--- src/rtl/writeback_stage.sv ---
// Purpose: final pipeline stage; selects, lane-extracts and registers the register-file write.
// Latency: 1 cycle from input bundle to rf_wr_* outputs.
// Backpressure: none; accepts a new bundle every cycle and never stalls.
module writeback_stage #(
    parameter int XLEN  = 64,
    parameter int RF_AW = 5
) (
    input  logic             clk,
    input  logic             reset,
    input  logic             valid_i,
    input  logic             rf_wr_en_i,
    input  logic [RF_AW-1:0] rd_addr_i,
    input  logic [XLEN-1:0]  alu_res_i,
    input  logic [XLEN-1:0]  data_mem_rd_i,
    input  logic [XLEN-1:0]  instr_imm_i,
    input  logic [XLEN-1:0]  pc_val_i,
    input  logic [1:0]       rf_wr_data_src_i,
    input  logic [1:0]       data_byte_en_i,
    input  logic             data_zero_extnd_i,
    input  logic [2:0]       data_mem_row_idx_i,
    output logic             rf_wr_en_o,
    output logic [RF_AW-1:0] rf_wr_addr_o,
    output logic [XLEN-1:0]  rf_wr_data_o
);

    localparam logic [1:0] SRC_ALU = 2'b00;
    localparam logic [1:0] SRC_MEM = 2'b01;
    localparam logic [1:0] SRC_IMM = 2'b10;
    localparam logic [1:0] SRC_PC  = 2'b11;

    localparam logic [1:0] SZ_BYTE  = 2'b00;
    localparam logic [1:0] SZ_HALF  = 2'b01;
    localparam logic [1:0] SZ_WORD  = 2'b10;
    localparam logic [1:0] SZ_DWORD = 2'b11;

    logic [XLEN-1:0] lane_src;
    logic [5:0]      shift_amt;
    logic [XLEN-1:0] shifted;
    logic            sign_fill;
    logic [XLEN-1:0] ext_data;
    logic [XLEN-1:0] wr_data_nxt;

    // Lane source, byte shift and sign/zero extension for ALU and memory results
    always_comb begin
        lane_src  = alu_res_i;
        shift_amt = 6'd0;
        shifted   = '0;
        sign_fill = 1'b0;
        ext_data  = '0;

        // Only memory reads are positioned within the row; ALU results are already aligned.
        // A double-word access always takes the whole row unshifted.
        if (rf_wr_data_src_i == SRC_MEM) begin
            lane_src = data_mem_rd_i;
            if (data_byte_en_i != SZ_DWORD) begin
                shift_amt = {data_mem_row_idx_i, 3'b000};
            end
        end

        // Logical shift: bytes past the top of the row come in as zero.
        shifted = lane_src >> shift_amt;

        // data_zero_extnd_i = 1 requests sign extension despite its name.
        case (data_byte_en_i)
            SZ_BYTE: begin
                sign_fill = data_zero_extnd_i & shifted[7];
                ext_data  = {{(XLEN-8){sign_fill}}, shifted[7:0]};
            end
            SZ_HALF: begin
                sign_fill = data_zero_extnd_i & shifted[15];
                ext_data  = {{(XLEN-16){sign_fill}}, shifted[15:0]};
            end
            SZ_WORD: begin
                sign_fill = data_zero_extnd_i & shifted[31];
                ext_data  = {{(XLEN-32){sign_fill}}, shifted[31:0]};
            end
            SZ_DWORD: begin
                sign_fill = 1'b0;
                ext_data  = shifted;
            end
        endcase
    end

    // Final write-data mux; a full case so unselected sources cannot leak through
    always_comb begin
        wr_data_nxt = '0;
        case (rf_wr_data_src_i)
            SRC_ALU: wr_data_nxt = ext_data;
            SRC_MEM: wr_data_nxt = ext_data;
            SRC_IMM: wr_data_nxt = instr_imm_i;
            SRC_PC:  wr_data_nxt = pc_val_i;
        endcase
    end

    // Output register; address and data load every cycle, the strobe guards x0
    always_ff @(posedge clk) begin
        if (reset) begin
            rf_wr_en_o   <= 1'b0;
            rf_wr_addr_o <= '0;
            rf_wr_data_o <= '0;
        end else begin
            rf_wr_en_o   <= valid_i & rf_wr_en_i & (rd_addr_i != '0);
            rf_wr_addr_o <= rd_addr_i;
            rf_wr_data_o <= wr_data_nxt;
        end
    end

endmodule

--- config.mk ---
export PLATFORM = sky130hd
export DESIGN_NAME = writeback_stage
export DESIGN_NICKNAME = d
export VERILOG_FILES = /design/src/rtl/writeback_stage.sv
export SDC_FILE = /design/constraint.sdc
export NUM_CORES = 1
export LEC_CHECK = 0
export CORE_MARGIN = 2
export CORE_UTILIZATION = 30
export CTS_BUF_LIST = sky130_fd_sc_hd__clkbuf_16
export DETAILED_ROUTE_END_ITERATION = 16
export PLACE_DENSITY_LB_ADDON = 0.1
export REMOVE_ABC_BUFFERS = 1
export SKIP_CTS_REPAIR_TIMING = 1
export SYNTH_ARGS = -nofsm -noshare
export SYNTH_HDL_FRONTEND = slang
export SYNTH_SLANG_ARGS = --single-unit
export TNS_END_PERCENT = 50
--- constraint.sdc ---
create_clock -name clk -period 3.89 [get_ports clk]
set_clock_uncertainty 0.05 [all_clocks]
set_input_delay 0.778 -clock clk [delete_from_list [all_inputs] [get_ports clk]]
set_output_delay 0.778 -clock clk [all_outputs]
set_load 0.01 [all_outputs]
Word level (Yosys, flattened, before mapping). Index checks and enable logic that the tools add are counted.

Register bits: 70.

Multiplexer cells: 5. Equality and inequality tests: 7. Shift-type cells: 1. Bitwise gates (word level): 5. Reduce and logical (&&, ||, !) cells: 4.

Operators with widths (count): $pmux W64 S4 (1); $pmux W64 S3 (1); $mux W64 (1); $shr A64 B6 Y64 (1); $mux W6 (2); $eq A2 B2 Y1 const B (4); $and A1 B1 Y1 (5); $reduce_bool A5 Y1 (1); $eq A2 B1 Y1 const B (2); $logic_not A2 Y1 (2); $ne A2 B2 Y1 const B (1); $reduce_or A2 Y1 (1).

Depth between registers and ports, before layout.
Depth in word-level cells: 7. Mapped depth: 11.

Worst setup path after synthesis. Ideal clock, no wire load.

Path type: input to register. Start: input port rf_wr_data_src_i[1]. End: register rf_wr_data_o[49]. Data arrival time: 2.592 ns. Setup slack: 1.097 ns. Data required time: 3.688 ns. Stages: 9. Library setup time: 0.152 ns. Path buffers: 4. Cells stage by stage: buf_6 nand2b_4 buf_6 or3_1 buf_2 o211a_4 a2111oi_4 buf_6 a221oi_2.

Longest elaborated chain between the ends: 6.

RTL lines: start: declaration (RTL line 17) `input logic [1:0] rf_wr_data_src_i,`; $eq A2 B1 Y1 (RTL line 53, 87); $mux W64 or $mux W6 (tied branches) (RTL line 53) `if (rf_wr_data_src_i == SRC_MEM) begin`; $shr A64 B6 Y64 (RTL line 61) `shifted = lane_src >> shift_amt;`; $and A1 B1 Y1, on equally long branches (RTL line 74, 66, 70); $pmux W64 S4 (RTL line 64) `case (data_byte_en_i)`; $pmux W64 S3 (*) (RTL line 87) `case (rf_wr_data_src_i)`; end signal: assignment (RTL line 104) `rf_wr_data_o <= wr_data_nxt;`; end: declaration (RTL line 23) `output logic [XLEN-1:0] rf_wr_data_o`.

Mark *: on every way between the ends. The rest lies on a longest branch, timed or not. The select of a mux whose other input is x is not followed. A chain may end at the register's enable or synchronous reset.

Final worst setup path.
Start: input port data_byte_en_i[0]. End: register rf_wr_data_o[27].

Longest elaborated chain between the ends: 7.

RTL lines: start: declaration (RTL line 18) `input logic [1:0] data_byte_en_i,`; $ne A2 B2 Y1 (RTL line 55) `if (data_byte_en_i != SZ_DWORD) begin`; $mux W6 (RTL line 55); $mux W6 (RTL line 53); $shr A64 B6 Y64 (RTL line 61); $and A1 B1 Y1, on equally long branches (RTL line 70, 66); $pmux W64 S4 (*) (RTL line 64); $pmux W64 S3 (*) (RTL line 87).

Marks and branches as above.

==> results.txt <==
- Status: finished, final reports clean
- Summed over all layers, the routed wires come to 26800 um.
- The routed layout has 6846 vias.
- Fill cells: about 1900
- Leakage power: 0.00384 uW
* Per-instance average area after synthesis: 7.66 um^2
* Top-level port count: 343
* Worst endpoint required time: 4.01 ns
* Core box area: 0.0186 mm^2
- Dividing total power by cell area gives a power density of 263 mW/mm^2.
- Max-slew violations: 0
- Dominant cells by area after synthesis: sky130_fd_sc_hd__dfxtp_1 (25%), sky130_fd_sc_hd__mux2i_1 (16%), sky130_fd_sc_hd__nand2_1 (14%)
* Most frequent cell after synthesis: sky130_fd_sc_hd__nand2_1
* Synth cell types: 52
- For this configuration, the core starts out at a cell density of 30.4%.
- Overall die width: 141 um
- After synthesis the netlist holds a flip-flop and latch count of 70.
* Standard-cell rows: 50
* Critical Path Source Type: input port
* Most frequent cells after synthesis: sky130_fd_sc_hd__nand2_1 (206), sky130_fd_sc_hd__mux2i_1 (89), sky130_fd_sc_hd__dfxtp_1 (70), sky130_fd_sc_hd__clkbuf_1 (52), sky130_fd_sc_hd__nand3_1 (37)
- Largest net degree at the start of global routing: 66
* Max clock buf depth: 2
* Clock root buffer: sky130_fd_sc_hd__clkbuf_16
* Max rail drop VDD: 204 uV
* Count of final hold-check violations: 0
* Global-route wire length before repair: between 30000 and 40000 um
- Vias in the first global route: 6692
- Ratio of cells with drive above 1 in the final layout: 8.97%
- Along the worst path, the maximum fanout reaches 16.
* Clock transition time at the flip-flop clock pins of the worst setup and hold paths: 0.06 ns
* Chip height: around 140 um
- Number of buffers created by CTS: 9
- Largest area contributor in the netlist: sky130_fd_sc_hd__dfxtp_1
* Max Clock Freq: approximately 300 MHz
* Post-synth top area share: 24.7%
* Hold Crit Class: input port to register
- Antenna Nets Post-Route: 0
* Slew of the pin with the lowest slew margin: 1.06 ns
- Die area: 0.0200 mm^2
- The first TritonRoute pass finished after 5 iterations.
- For this design, the sink count on the clock tree is 70.
* Post-synthesis instance total: 740
- Data arrives at the worst endpoint at 3.51 ns.
* Dominant combinational cell family by area after synthesis: compound AO/OA/AOI/OAI gates
- Global-route congestion overflow total: 0
- Dividing the detail-routed wire length by the instance count gives 20.9 um.
* Number of H-tree levels: 3
* Critical path type: input port to register
- Most used flip-flop cell after synthesis: sky130_fd_sc_hd__dfxtp_1
- I/O Buffers: 342
- In this run, the number of DRC markers left after iteration 0 of detailed routing was between 400 and 500.
- Post-route core utilization: 50.9%
- The worst setup path is captured at a register.
* Simple-gate share of the synthesized area: 22.8%
- Hold is met by 0.887 ns.
* Worst hold path stage count: 3
- Total power for the finished layout comes to between 2000 and 2500 uW.
* Post-Synth Adder-Cell Area: 0%
- Drt via density: roughly 5.3
- Summing every instance area after synthesis gives approximately 0.0057 mm^2.
- CTS tree: built
* Number of antenna diodes: 0
- Antenna violations before repair: 0
* Setup Viol. Count Final: 0
- Detailed Place HPWL: about 20000 um
- The congestion estimate from routability-driven global placement came to 0.971.
* DRC Markers: 0
- After the last flow step, the layout net total stands at between 1000 and 1500.
* Number of violations of the max-capacitance limit: 0
* Mux contribution to synthesized area: 16.0%
- Sequential fraction of the synthesis area: 24.7%
- Summing the areas of all compound-gate instances in the mapped netlist gives 29.7% of the synthesized area.
- Yosys mapped a number of flops with a built-in enable equal to 0.
- Measured against its own limit, the worst slew margin works out to a little under 30%.
- Of the available clock period, the critical path in the final layout requires 87.1%.
- Post-layout min period: 3.39 ns
- Post-synthesis share of cell area spent on xor and xnor gates: 0%
- Layout overhead on the synthesized area: 67.5%
- Counting flops with an async set or reset pin after synthesis yields a share of 0%.
- Global routing used a little over a quarter of the available tracks.
- Setup repair after global routing missed its margin: false
- During synthesis, Yosys emitted a total of 0 warnings.
placed cells by master, fill, tap and decap left out, types with 9 or more instances in the layout:
| cell | count |
|---|---|
| sky130_fd_sc_hd__clkdlybuf4s50_1 | 339 |
| sky130_fd_sc_hd__nand2_1 | 206 |
| sky130_fd_sc_hd__mux2i_1 | 89 |
| sky130_fd_sc_hd__dfxtp_1 | 70 |
| sky130_fd_sc_hd__nand3_1 | 37 |
| sky130_fd_sc_hd__a21oi_1 | 36 |
| sky130_fd_sc_hd__a221oi_2 | 33 |
| sky130_fd_sc_hd__o21ai_0 | 32 |
| sky130_fd_sc_hd__buf_4 | 32 |
| sky130_fd_sc_hd__nor2_1 | 20 |
| sky130_fd_sc_hd__a221oi_1 | 16 |
| sky130_fd_sc_hd__a31oi_1 | 15 |
| sky130_fd_sc_hd__a211oi_1 | 11 |
| sky130_fd_sc_hd__or3_1 | 9 |
| sky130_fd_sc_hd__clkbuf_16 | 9 |
power by group:
group	switching (uW)	internal (uW)	leakage, uW
Clock	331	415	0.000126
Combinational	436	524	0.00313
Sequential	15.6	777	0.000583
critical path, cell delays in order:
cell and delay, ns:
sky130_fd_sc_hd__clkdlybuf4s50_1 0.75, sky130_fd_sc_hd__a21bo_2 0.29, sky130_fd_sc_hd__nor3_1 0.07, sky130_fd_sc_hd__a311oi_1 0.41, sky130_fd_sc_hd__a2111oi_2 0.14, sky130_fd_sc_hd__nor2_2 0.84
sky130_fd_sc_hd__a221oi_1 0.22
through the flow:
step	setup WS (ns)	area, um^2	instances	TNS, ns
after floorplan	-2.98	5300	664	-135.05
after global placement	0.187	9250	1269	0
after detailed placement	0.127	9250	1269	0
after CTS	0.498	9490	1282	0
after global routing	0.267	9490	1282	0
final	0.503	9490	1282	0
worst paths after layout:
| kind | from | to |
|---|---|---|
| max | data_byte_en_i[0] | rf_wr_data_o[27]$_SDFF_PP0_ |
| min | rf_wr_data_src_i[0] | rf_wr_data_o[62]$_SDFF_PP0_ |
final cells by class:
type | count | area, um^2 | area share (%)
Sequential cell | 70 | 1400 | 14.8
Clock inverter | 4 | 20.0 | 0.211
Timing Repair Buffer | 371 | 3630 | 38.3
Tap cell | 234 | 293 | 3.08
Multi-Input combinational cell | 590 | 3900 | 41.1
Inverter | 4 | 15.0 | 0.158
Clock buffer | 9 | 225 | 2.37
kinds of logic (layout without fill, tap and decap cells):
| kind of cell | after synthesis | after routing |
|---|---|---|
| compound gates | 198 | 198 |
| flops | 70 | 70 |
| mux | 90 | 90 |
| buf+inv | 80 | 388 |
| simple gates | 302 | 302 |
state kept, by name, summed over array words and instances (netlist names):
| signal | cells |
|---|---|
| rf_wr_data_o | 64 |
| rf_wr_addr_o | 5 |
| rf_wr_en_o | 1 |
routing by layer:
metal / vias to the layer above / GRT usage [%] / part of all wire, %
met4: 0 / 8.74 / 2.4
met3: 38 / 4.08 / 6.9
met2: 342 / 44.7 / 48
met1: 3136 / 33.5 / 43
li1: 3330 / - / -
met5: - / 0 / 0
Power figures use the tool's default switching activity.
